File: src/rtl/qx1_pkg.sv
// Shared types and sizes for the QX1 write-back path.
package qx1_pkg;
  localparam int REG_W      = 16;
  localparam int REG_ADDR_W = 3;
  localparam int NUM_REGS   = 8;

  typedef struct packed {
    logic [REG_ADDR_W-1:0] dest;
    logic [REG_W-1:0]      data;
  } wb_req_t;
endpackage

File: src/rtl/qx1_wb_fifo.sv
// Small synchronous FIFO of write-back requests; extra pointer MSB separates full from empty.
module qx1_wb_fifo
  import qx1_pkg::*;
#(
  parameter int DEPTH = 2
) (
  input  logic    clk,
  input  logic    rst_n,
  input  logic    push,
  input  wb_req_t push_data,
  input  logic    pop,
  output wb_req_t head,
  output logic    full,
  output logic    empty
);
  localparam int AW = $clog2(DEPTH);

  wb_req_t       mem [DEPTH];
  logic [AW:0]   wr_ptr, rd_ptr;
  logic          do_push, do_pop;

  assign empty   = (wr_ptr == rd_ptr);
  assign full    = (wr_ptr[AW] != rd_ptr[AW]) && (wr_ptr[AW-1:0] == rd_ptr[AW-1:0]);
  assign head    = mem[rd_ptr[AW-1:0]];
  // a pop on the same edge frees the slot, so a push while full is still legal
  assign do_push = push && (!full || pop);
  assign do_pop  = pop && !empty;

  always_ff @(posedge clk or negedge rst_n) begin
    if (!rst_n) begin
      wr_ptr <= '0;
      rd_ptr <= '0;
    end else begin
      if (do_push) wr_ptr <= wr_ptr + 1'b1;
      if (do_pop)  rd_ptr <= rd_ptr + 1'b1;
    end
  end

  always_ff @(posedge clk) begin
    if (do_push) mem[wr_ptr[AW-1:0]] <= push_data;
  end
endmodule

File: src/rtl/qx1_writeback.sv
// GPR write-side master: arbitrates ALU vs buffered LSU results, registers the
// write port and tracks outstanding destinations in busy_mask.
module qx1_writeback
  import qx1_pkg::*;
#(
  parameter int LSU_DEPTH    = 2,
  parameter int STARVE_LIMIT = 4
) (
  input  logic                  clk,
  input  logic                  rst_n,
  input  logic                  alu_valid,
  output logic                  alu_ready,
  input  logic [REG_ADDR_W-1:0] alu_dest,
  input  logic [REG_W-1:0]      alu_data,
  input  logic                  lsu_valid,
  output logic                  lsu_ready,
  input  logic [REG_ADDR_W-1:0] lsu_dest,
  input  logic [REG_W-1:0]      lsu_data,
  input  logic                  issue_valid,
  input  logic [REG_ADDR_W-1:0] issue_dest,
  output logic                  reg_write_en,
  output logic [REG_ADDR_W-1:0] reg_write_dest,
  output logic [REG_W-1:0]      reg_write_data,
  output logic [NUM_REGS-1:0]   busy_mask,
  output logic                  lsu_overrun
);
  wb_req_t              fifo_head, lsu_req, grant;
  logic                 fifo_full, fifo_empty, lsu_push;
  logic                 starve, alu_win, lsu_win, win;
  logic [3:0]           starve_cnt;
  logic [NUM_REGS-1:0]  busy_next;

  assign lsu_req = '{dest: lsu_dest, data: lsu_data};

  qx1_wb_fifo #(.DEPTH(LSU_DEPTH)) u_fifo (
    .clk       (clk),
    .rst_n     (rst_n),
    .push      (lsu_push),
    .push_data (lsu_req),
    .pop       (lsu_win),
    .head      (fifo_head),
    .full      (fifo_full),
    .empty     (fifo_empty)
  );

  always_comb begin
    starve    = !fifo_empty && (starve_cnt >= 4'(STARVE_LIMIT));
    alu_ready = !starve;
    lsu_ready = !fifo_full;
    lsu_push  = lsu_valid && !fifo_full;
    alu_win   = alu_valid && !starve;
    lsu_win   = !alu_win && !fifo_empty;
    win       = alu_win || lsu_win;
    grant     = alu_win ? '{dest: alu_dest, data: alu_data} : fifo_head;
  end

  // issue after clear so a same-edge set of the same bit wins
  always_comb begin
    busy_next = busy_mask;
    if (win)         busy_next[grant.dest] = 1'b0;
    if (issue_valid) busy_next[issue_dest] = 1'b1;
  end

  always_ff @(posedge clk or negedge rst_n) begin
    if (!rst_n) begin
      starve_cnt     <= '0;
      reg_write_en   <= 1'b0;
      reg_write_dest <= '0;
      reg_write_data <= '0;
      busy_mask      <= '0;
      lsu_overrun    <= 1'b0;
    end else begin
      if (lsu_win || fifo_empty)         starve_cnt <= '0;
      else if (alu_win && starve_cnt != 4'hF) starve_cnt <= starve_cnt + 4'd1;
      reg_write_en <= win;
      if (win) begin
        reg_write_dest <= grant.dest;
        reg_write_data <= grant.data;
      end
      busy_mask <= busy_next;
      if (lsu_valid && fifo_full) lsu_overrun <= 1'b1;
    end
  end
endmodule

File: config.mk
export PLATFORM = sky130hd
export DESIGN_NAME = qx1_writeback
export DESIGN_NICKNAME = d
export VERILOG_FILES = /design/src/rtl/qx1_pkg.sv /design/src/rtl/qx1_wb_fifo.sv /design/src/rtl/qx1_writeback.sv
export SDC_FILE = /design/constraint.sdc
export NUM_CORES = 1
export LEC_CHECK = 0
export CORE_MARGIN = 2
export CORE_UTILIZATION = 43
export DETAILED_ROUTE_END_ITERATION = 6
export PLACE_DENSITY = 0.76
export REMOVE_ABC_BUFFERS = 1
export SLEW_MARGIN = 25
export SYNTH_ARGS = -nofsm -noshare
export SYNTH_HDL_FRONTEND = slang
export SYNTH_HIERARCHICAL = 1
export SYNTH_SLANG_ARGS = --single-unit
File: constraint.sdc
create_clock -name clk -period 8.55 [get_ports clk]
set_clock_uncertainty 0.15 [all_clocks]
set_input_delay 0.855 -clock clk [delete_from_list [all_inputs] [get_ports clk]]
set_output_delay 0.855 -clock clk [all_outputs]
set_load 0.005 [all_outputs]
==> results of run 1 <==
-- cell usage after synthesis (all sizes together) --
master and instances:
edfxtp 38, dfrtp 37, inv 29, mux2 20
a222oi 16, nor2 11, a21oi 8, nand2 8
buf 7, nor2b 5, a31oi 4, nor3b 4
o21ai 4, a32oi 3, clkbuf 3, nor3 3
a21o 2, a32o 2, o21a 2, o21bai 2
o22ai 2, a211oi 1, a21bo 1, a22o 1
a311o 1, and2b 1, conb 1, ha 1
mux2i 1, nand2b 1, nand3 1, nand4b 1
nor4 1, o21ba 1, o31ai 1, o32ai 1
or3b 1, xnor2 1, xor2 1
-- sequential cells by signal, indices dropped and copies added (netlist names) --
signal	cells
reg_write_en	1
reg_write_dest	3
u_fifo/rd_ptr	2
starve_cnt	4
u_fifo/mem	38
u_fifo/wr_ptr	2
busy_mask	8
reg_write_data	16
lsu_overrun	1
-- logic make-up after synthesis --
group	count (synthesis)
compound gates	52
xor+xnor	2
fa+ha+maj	1
buf+inv	39
flops	75
mux	21
other cells	1
simple gates	37
-- final timing paths --
path,cells after the start,endpoint,start,slack [ns]
worst max-delay path,5,alu_ready,u_fifo/rd_ptr[0],4.90
min in group asynchronous,1,reg_write_dest[0],rst_n,0.48
worst min register to register,1,starve_cnt[0],starve_cnt[0],0.30
max in group asynchronous,1,u_fifo/rd_ptr[0],rst_n,7.17
worst min-delay path,1,starve_cnt[0],starve_cnt[0],0.30
worst max register to register,6,busy_mask[7],u_fifo/rd_ptr[0],5.59
-- stage by stage --
stage               hold slack, ns  util, %  area (um^2)  setup WS [ns]
detailed placement           0.284     55.7         3980           4.77
CTS                          0.298     57.8         4130           4.58
finish                       0.302     57.9         4140           4.90
global placement             0.281     55.7         3980           4.84
floorplan                    0.265        -         3070           4.99
global route                 0.308     57.9         4140           4.71
-- power groups by stage --
stage,clock network (W),logic [W],registers (W)
global route,0.000238,0.000684,0.000632
global placement,0,0.000603,0.000617
floorplan,0,0.000350,0.000611
detailed placement,0,0.000617,0.000622
CTS,0.000224,0.000621,0.000616
finish,0.000217,0.000618,0.000616
-- worst max-delay path, delay by kind of cell, from the launching register on --
family                 cells  cell delay [ns]
flip-flops                 1             0.73
XOR/XNOR                   1             0.16
AND/OR/NAND/NOR            1             0.48
buffers and inverters      2             0.66
AO/OA/AOI/OAI              1             0.28
-- per-layer routing --
layer	vias up	track usage, %
met5	-	0
met3	11	3.97
met2	91	30.0
met4	0	9.09
met1	1031	20.8
li1	1011	-
-- layout make-up --
type | instances | area [um^2]
clock buffer | 11 | 131
fill | 598 | 3000
clock inverter | 5 | 20.0
inverter | 29 | 109
timing repair buffer | 78 | 771
tap | 99 | 124
multi-input combinational | 114 | 912
sequential | 75 | 2070
==> impl_metrics.py, run 1 <==
metrics = {
    "cts": {
        "cts_tree": "done",
        "ctsHoldBuffers": 0,
        "cts_buffers": 9,
        "clock_latency_ns": 0.34,
        "clk_pin_slew_worst_paths_ns": 0.07,
        "h-tree-depth": 3,
        "cts_buffer_depth": 2,
        "root_buffer": "clkbuf_8",
        "clkSinkCount": 75,
        "ctsResizeCount": 0,
        "cts_setup_buffers": 0,
    },
    "pwr": {
        "power_switching_w": 0.000492,
        "p_seq_share_pct": 42.5,
        "powerDensity_nw_per_um2": 351,
        "swShare_pct": 33.9,
        "pwr-share-clk_pct": 15.0,
        "finalPower_w": 0.00145,
        "p_leak_nw": 1.63,
        "combPwrFrac_pct": 42.6,
        "intPower_w": 0.000958,
        "peakVddDrop_uv": 165,
    },
    "job": {
        "cap_violations": 0,
    },
    "yosys": {
        "synth-xor-area-share_pct": 0.799,
        "synth_top_family_by_area": "compound AO/OA/AOI/OAI gates",
        "yosysTopAreaCell": "edfxtp_1",
        "synth_compound_area_share_pct": 13.3,
        "ys_ff_latch": 75,
        "yosys.area.top_type_share_pct": 36.4,
        "synth_cell_types": 44,
        "ys_seq_area_share_pct": 66.0,
        "yosys-top-cells-area": "edfxtp_1, dfrtp_1, mux2_2",
        "synth-simple-area-share_pct": 6.47,
        "syn-instance-count": 228,
        "syn-cell-area_um2": 3130,
        "yosysWarnings": 6,
        "synthAdderAreaFrac_pct": 0.399,
        "synthMuxAreaShare_pct": 7.51,
        "avgSynthCellArea_um2": 13.7,
    },
    "layout": {
        "layout.cells.non_filler": 411,
        "drive_above_1_share_pct": 14.1,
        "num-nets-final": 354,
        "final_cell_mix": "clkdlybuf4s50_1, edfxtp_1, dfrtp_1",
        "area_delta_synth_final_pct": 32.0,
        "antenna-diode-count": 0,
        "layout_commonest_cell": "clkdlybuf4s50_1",
    },
    "setup_path": {
        "path_class": "register to output pin",
        "max_stage_delay_ns": 0.73,
        "cp-end-kind": "output pin",
        "cp_cell_sequence": "xor2_1, nor2_1, o21ba_2, inv_2, clkdlybuf4s50_1",
        "crit_fanout": 26,
        "crit_path_top_delay_cell": "dfrtp_2",
        "arrival_ns": 2.65,
        "start_kind": "register",
        "worstPathRequired_ns": 7.55,
    },
    "floorplanning": {
        "coreArea_um2": 7140,
        "die_w_um": 89.4,
        "initial_utilization_pct": 43.9,
        "dieArea_um2": 7990,
        "num_rows": 31,
        "die_h_um": 89.4,
        "io_pins": 77,
    },
    "routing": {
        "highest_layer": "met4",
        "wire_per_inst_um": 15.8,
        "met1_length_um": 2630,
        "via_per_inst": 5.22,
        "wl_met3_um": 473,
        "finalWirelength_um": 6510,
        "dr_total_vias": 2144,
        "dr.first_iter.drc_count": 199,
        "antenna_left": 0,
        "met2WireLength_um": 3270,
        "dr.pass1.iters": 5,
        "drc": 0,
    },
    "status": {
        "status": "complete, no violations",
    },
    "global_route": {
        "antenna_found_initial": 0,
        "grt_overflow": 0,
        "grt_pass1_wl_um": 10400,
        "grt_usage_pct": 17.6,
        "grt_pass1_vias": 2219,
        "grt_start_max_net_pins": 38,
    },
    "sta": {
        "setup_tns_ns": 0,
        "worstMarginPinSlew_ns": 0.868,
        "final_max_slew_viol_count": 0,
        "relSlewSlack_pct": 42.1,
        "final-hold-violation-count": 0,
        "rsz0062_at_grt": "no",
        "fin_crit_ns": 3.65,
        "setup-violations-final": 0,
        "fmax_mhz": 274,
        "finalCritPeriodShare_pct": 42.7,
    },
    "placed_design": {
        "gp_congestion": 0.786,
        "portBuffers": 76,
        "dp_hpwl_um": 4470,
        "dp_cells": 395,
    },
    "worst_hold_path": {
        "hold_class": "register to register",
    },
}
Note: power is estimated with default switching activity, not from simulation.
==> inputs of run 2 (changes only) <==
- clock period: 8.55 -> 3.6 ns (I/O delays scaled with it)
==> run 2 against run 1 <==
Net effect:
- power grew 150%
- core utilization grew 1.3 points
- global-route usage grew 0.17 points
- final cell count grew 1.2%
- count of clock-buffer cells in the layout is the same
- sequential share of layout area shrank 1.1 points
- first-iteration DRC count shrank 30%
- non-clock buffer count grew 5
- setup slack lost 4.4 ns
- critical path type unchanged
- critical endpoint unchanged
- largest power group unchanged
==> impl_metrics.py, run 2 (synthesized netlist as in run 1, its figures left out) <==
metrics = {
    "layout": {
        "multi_input_area_um2": 905,
        "antenna-diode-count": 0,
        "num-nets-final": 359,
        "regArea_um2": 2070,
        "final_cell_mix": "clkdlybuf4s50_1, edfxtp_1, dfrtp_1",
        "area_delta_synth_final_pct": 34.9,
        "fillCellCount": 616,
        "largest_reg_flops": 38,
        "layout_commonest_cell": "clkdlybuf4s50_1",
        "drive_above_1_share_pct": 16.7,
    },
    "floorplanning": {
        "io_pins": 77,
        "coreArea_um2": 7140,
        "die_w_um": 89.4,
        "die_h_um": 89.4,
        "initial_utilization_pct": 43.9,
        "num_rows": 31,
        "dieArea_um2": 7990,
    },
    "setup_path": {
        "start_kind": "register",
        "worstReg2RegStart": "u_fifo/rd_ptr[1]",
        "crit_fanout": 8,
        "max_stage_delay_ns": 0.52,
        "rr_worst_depth": 6,
        "cp-end-kind": "output pin",
        "arrival_ns": 2.56,
        "worstPathRequired_ns": 3.09,
        "crit_path_top_delay_cell": "clkdlybuf4s50_1",
        "cp_cell_sequence": "xnor2_2, inv_1, nor2_1, o21ba_2, inv_2, clkdlybuf4s50_1",
        "crit_path_start": "u_fifo/rd_ptr[1]",
        "crit_end": "alu_ready",
        "regToRegSetupSlack_ns": 0.89,
        "r2r_end": "reg_write_dest[0]",
        "path_class": "register to output pin",
    },
    "pwr": {
        "peakVddDrop_uv": 390,
        "powerDensity_nw_per_um2": 853,
        "p_leak_nw": 1.68,
        "power_switching_w": 0.00119,
        "swShare_pct": 33.0,
        "pwr-share-clk_pct": 18.3,
        "combPwrFrac_pct": 42.4,
        "intPower_w": 0.00241,
        "p_seq_share_pct": 39.2,
    },
    "routing": {
        "dr.first_iter.drc_count": 139,
        "via_per_inst": 5.11,
        "finalWirelength_um": 6490,
        "met2WireLength_um": 3370,
        "highest_layer": "met4",
        "drc": 0,
        "antenna_left": 0,
        "dr_total_vias": 2127,
        "dr.pass1.iters": 5,
        "wl_met3_um": 434,
        "met1_length_um": 2610,
        "wire_per_inst_um": 15.6,
    },
    "global_route": {
        "antenna_found_initial": 0,
        "grt_usage_pct": 17.7,
        "grt_pass1_wl_um": 10500,
        "grt_start_max_net_pins": 38,
        "grt_pass1_vias": 2209,
        "grt_overflow": 0,
    },
    "cts": {
        "clk_pin_slew_worst_paths_ns": 0.07,
        "root_buffer": "clkbuf_8",
        "cts_buffer_depth": 2,
        "ctsHoldBuffers": 1,
        "clkSinkCount": 75,
        "cts_tree": "done",
        "h-tree-depth": 3,
        "cts_setup_buffers": 0,
        "cts_buffers": 9,
        "clock_latency_ns": 0.34,
        "ctsResizeCount": 0,
    },
    "sta": {
        "fin_crit_ns": 3.07,
        "final_max_slew_viol_count": 0,
        "relSlewSlack_pct": 43.1,
        "setup-violations-final": 0,
        "whs_ns": 0.305,
        "worstMarginPinSlew_ns": 0.853,
        "finalCritPeriodShare_pct": 85.3,
        "fmax_mhz": 326,
        "final-hold-violation-count": 0,
        "rsz0062_at_grt": "no",
        "setup_tns_ns": 0,
    },
    "status": {
        "status": "complete, no violations",
    },
    "placed_design": {
        "dp_hpwl_um": 4660,
        "portBuffers": 76,
        "gp_congestion": 0.820,
    },
    "job": {
        "cap_violations": 0,
    },
    "worst_hold_path": {
        "hold_class": "register to register",
    },
}
## run 2: changes by cell type in the layout (fill, tap and decap cells not counted), moves of 2 or more
cell,before,now
buf_4,2,6
clkbuf_1,2,0
clkinv_1,4,0
clkbuf_8,9,11
## run 2: worst max-delay path, delay by kind of cell, from the launching register on
kind            cells  cell delay (ns)
compound gates      1             0.27
xor+xnor            1             0.34
buf+inv             3             0.72
flops               1             0.43
simple gates        1             0.45
## run 2: through the flow
step,cells,area [um^2],utilization [%],total power (W),setup WS [ns]
after detailed placement,399,4010,56.1,0.00297,0.752
after floorplan,218,3070,-,0.00228,0.0373
after CTS,416,4230,59.2,0.00364,0.513
final,416,4230,59.2,0.00360,0.530
after global routing,416,4230,59.2,0.00386,0.343
after global placement,399,4010,56.1,0.00293,0.834
## run 2: area by class of cell
cell class | count | share of cell area, %
clock buffer | 11 | 3.58
timing repair buffer | 83 | 19.2
multi-input combinational | 114 | 21.4
clock inverter | 5 | 1.42
inverter | 29 | 2.58
sequential | 75 | 48.9
tap | 99 | 2.93
## run 2: worst min path at each step
stage | from | to | slack, ns | cells after the start
after floorplan | rst_n | busy_mask[0] | -0.09 | 0
after global placement | starve_cnt[0] | starve_cnt[0] | 0.28 | 1
after detailed placement | starve_cnt[0] | starve_cnt[0] | 0.30 | 1
after CTS | starve_cnt[0] | starve_cnt[0] | 0.31 | 1
after global routing | starve_cnt[0] | starve_cnt[0] | 0.32 | 1
final | starve_cnt[0] | starve_cnt[0] | 0.30 | 1
## run 2: routing by layer
metal  GRT usage (%)  vias up
met3            6.19        8
met4            5.29        0
met5               0        -
met1            20.2     1026
met2            31.4       75
li1                -     1018
## run 2: power by group through the flow
| stage | Combinational (W) | Sequential, W | Clock, W |
|---|---|---|---|
| 5_1_grt | 0.00170 | 0.00145 | 0.000708 |
| 2_1_floorplan | 0.000832 | 0.00145 | 0 |
| 3_5_place_dp | 0.00154 | 0.00143 | 0 |
| 6_report | 0.00153 | 0.00141 | 0.000661 |
| 3_3_place_gp | 0.00151 | 0.00142 | 0 |
| 4_1_cts | 0.00155 | 0.00142 | 0.000675 |
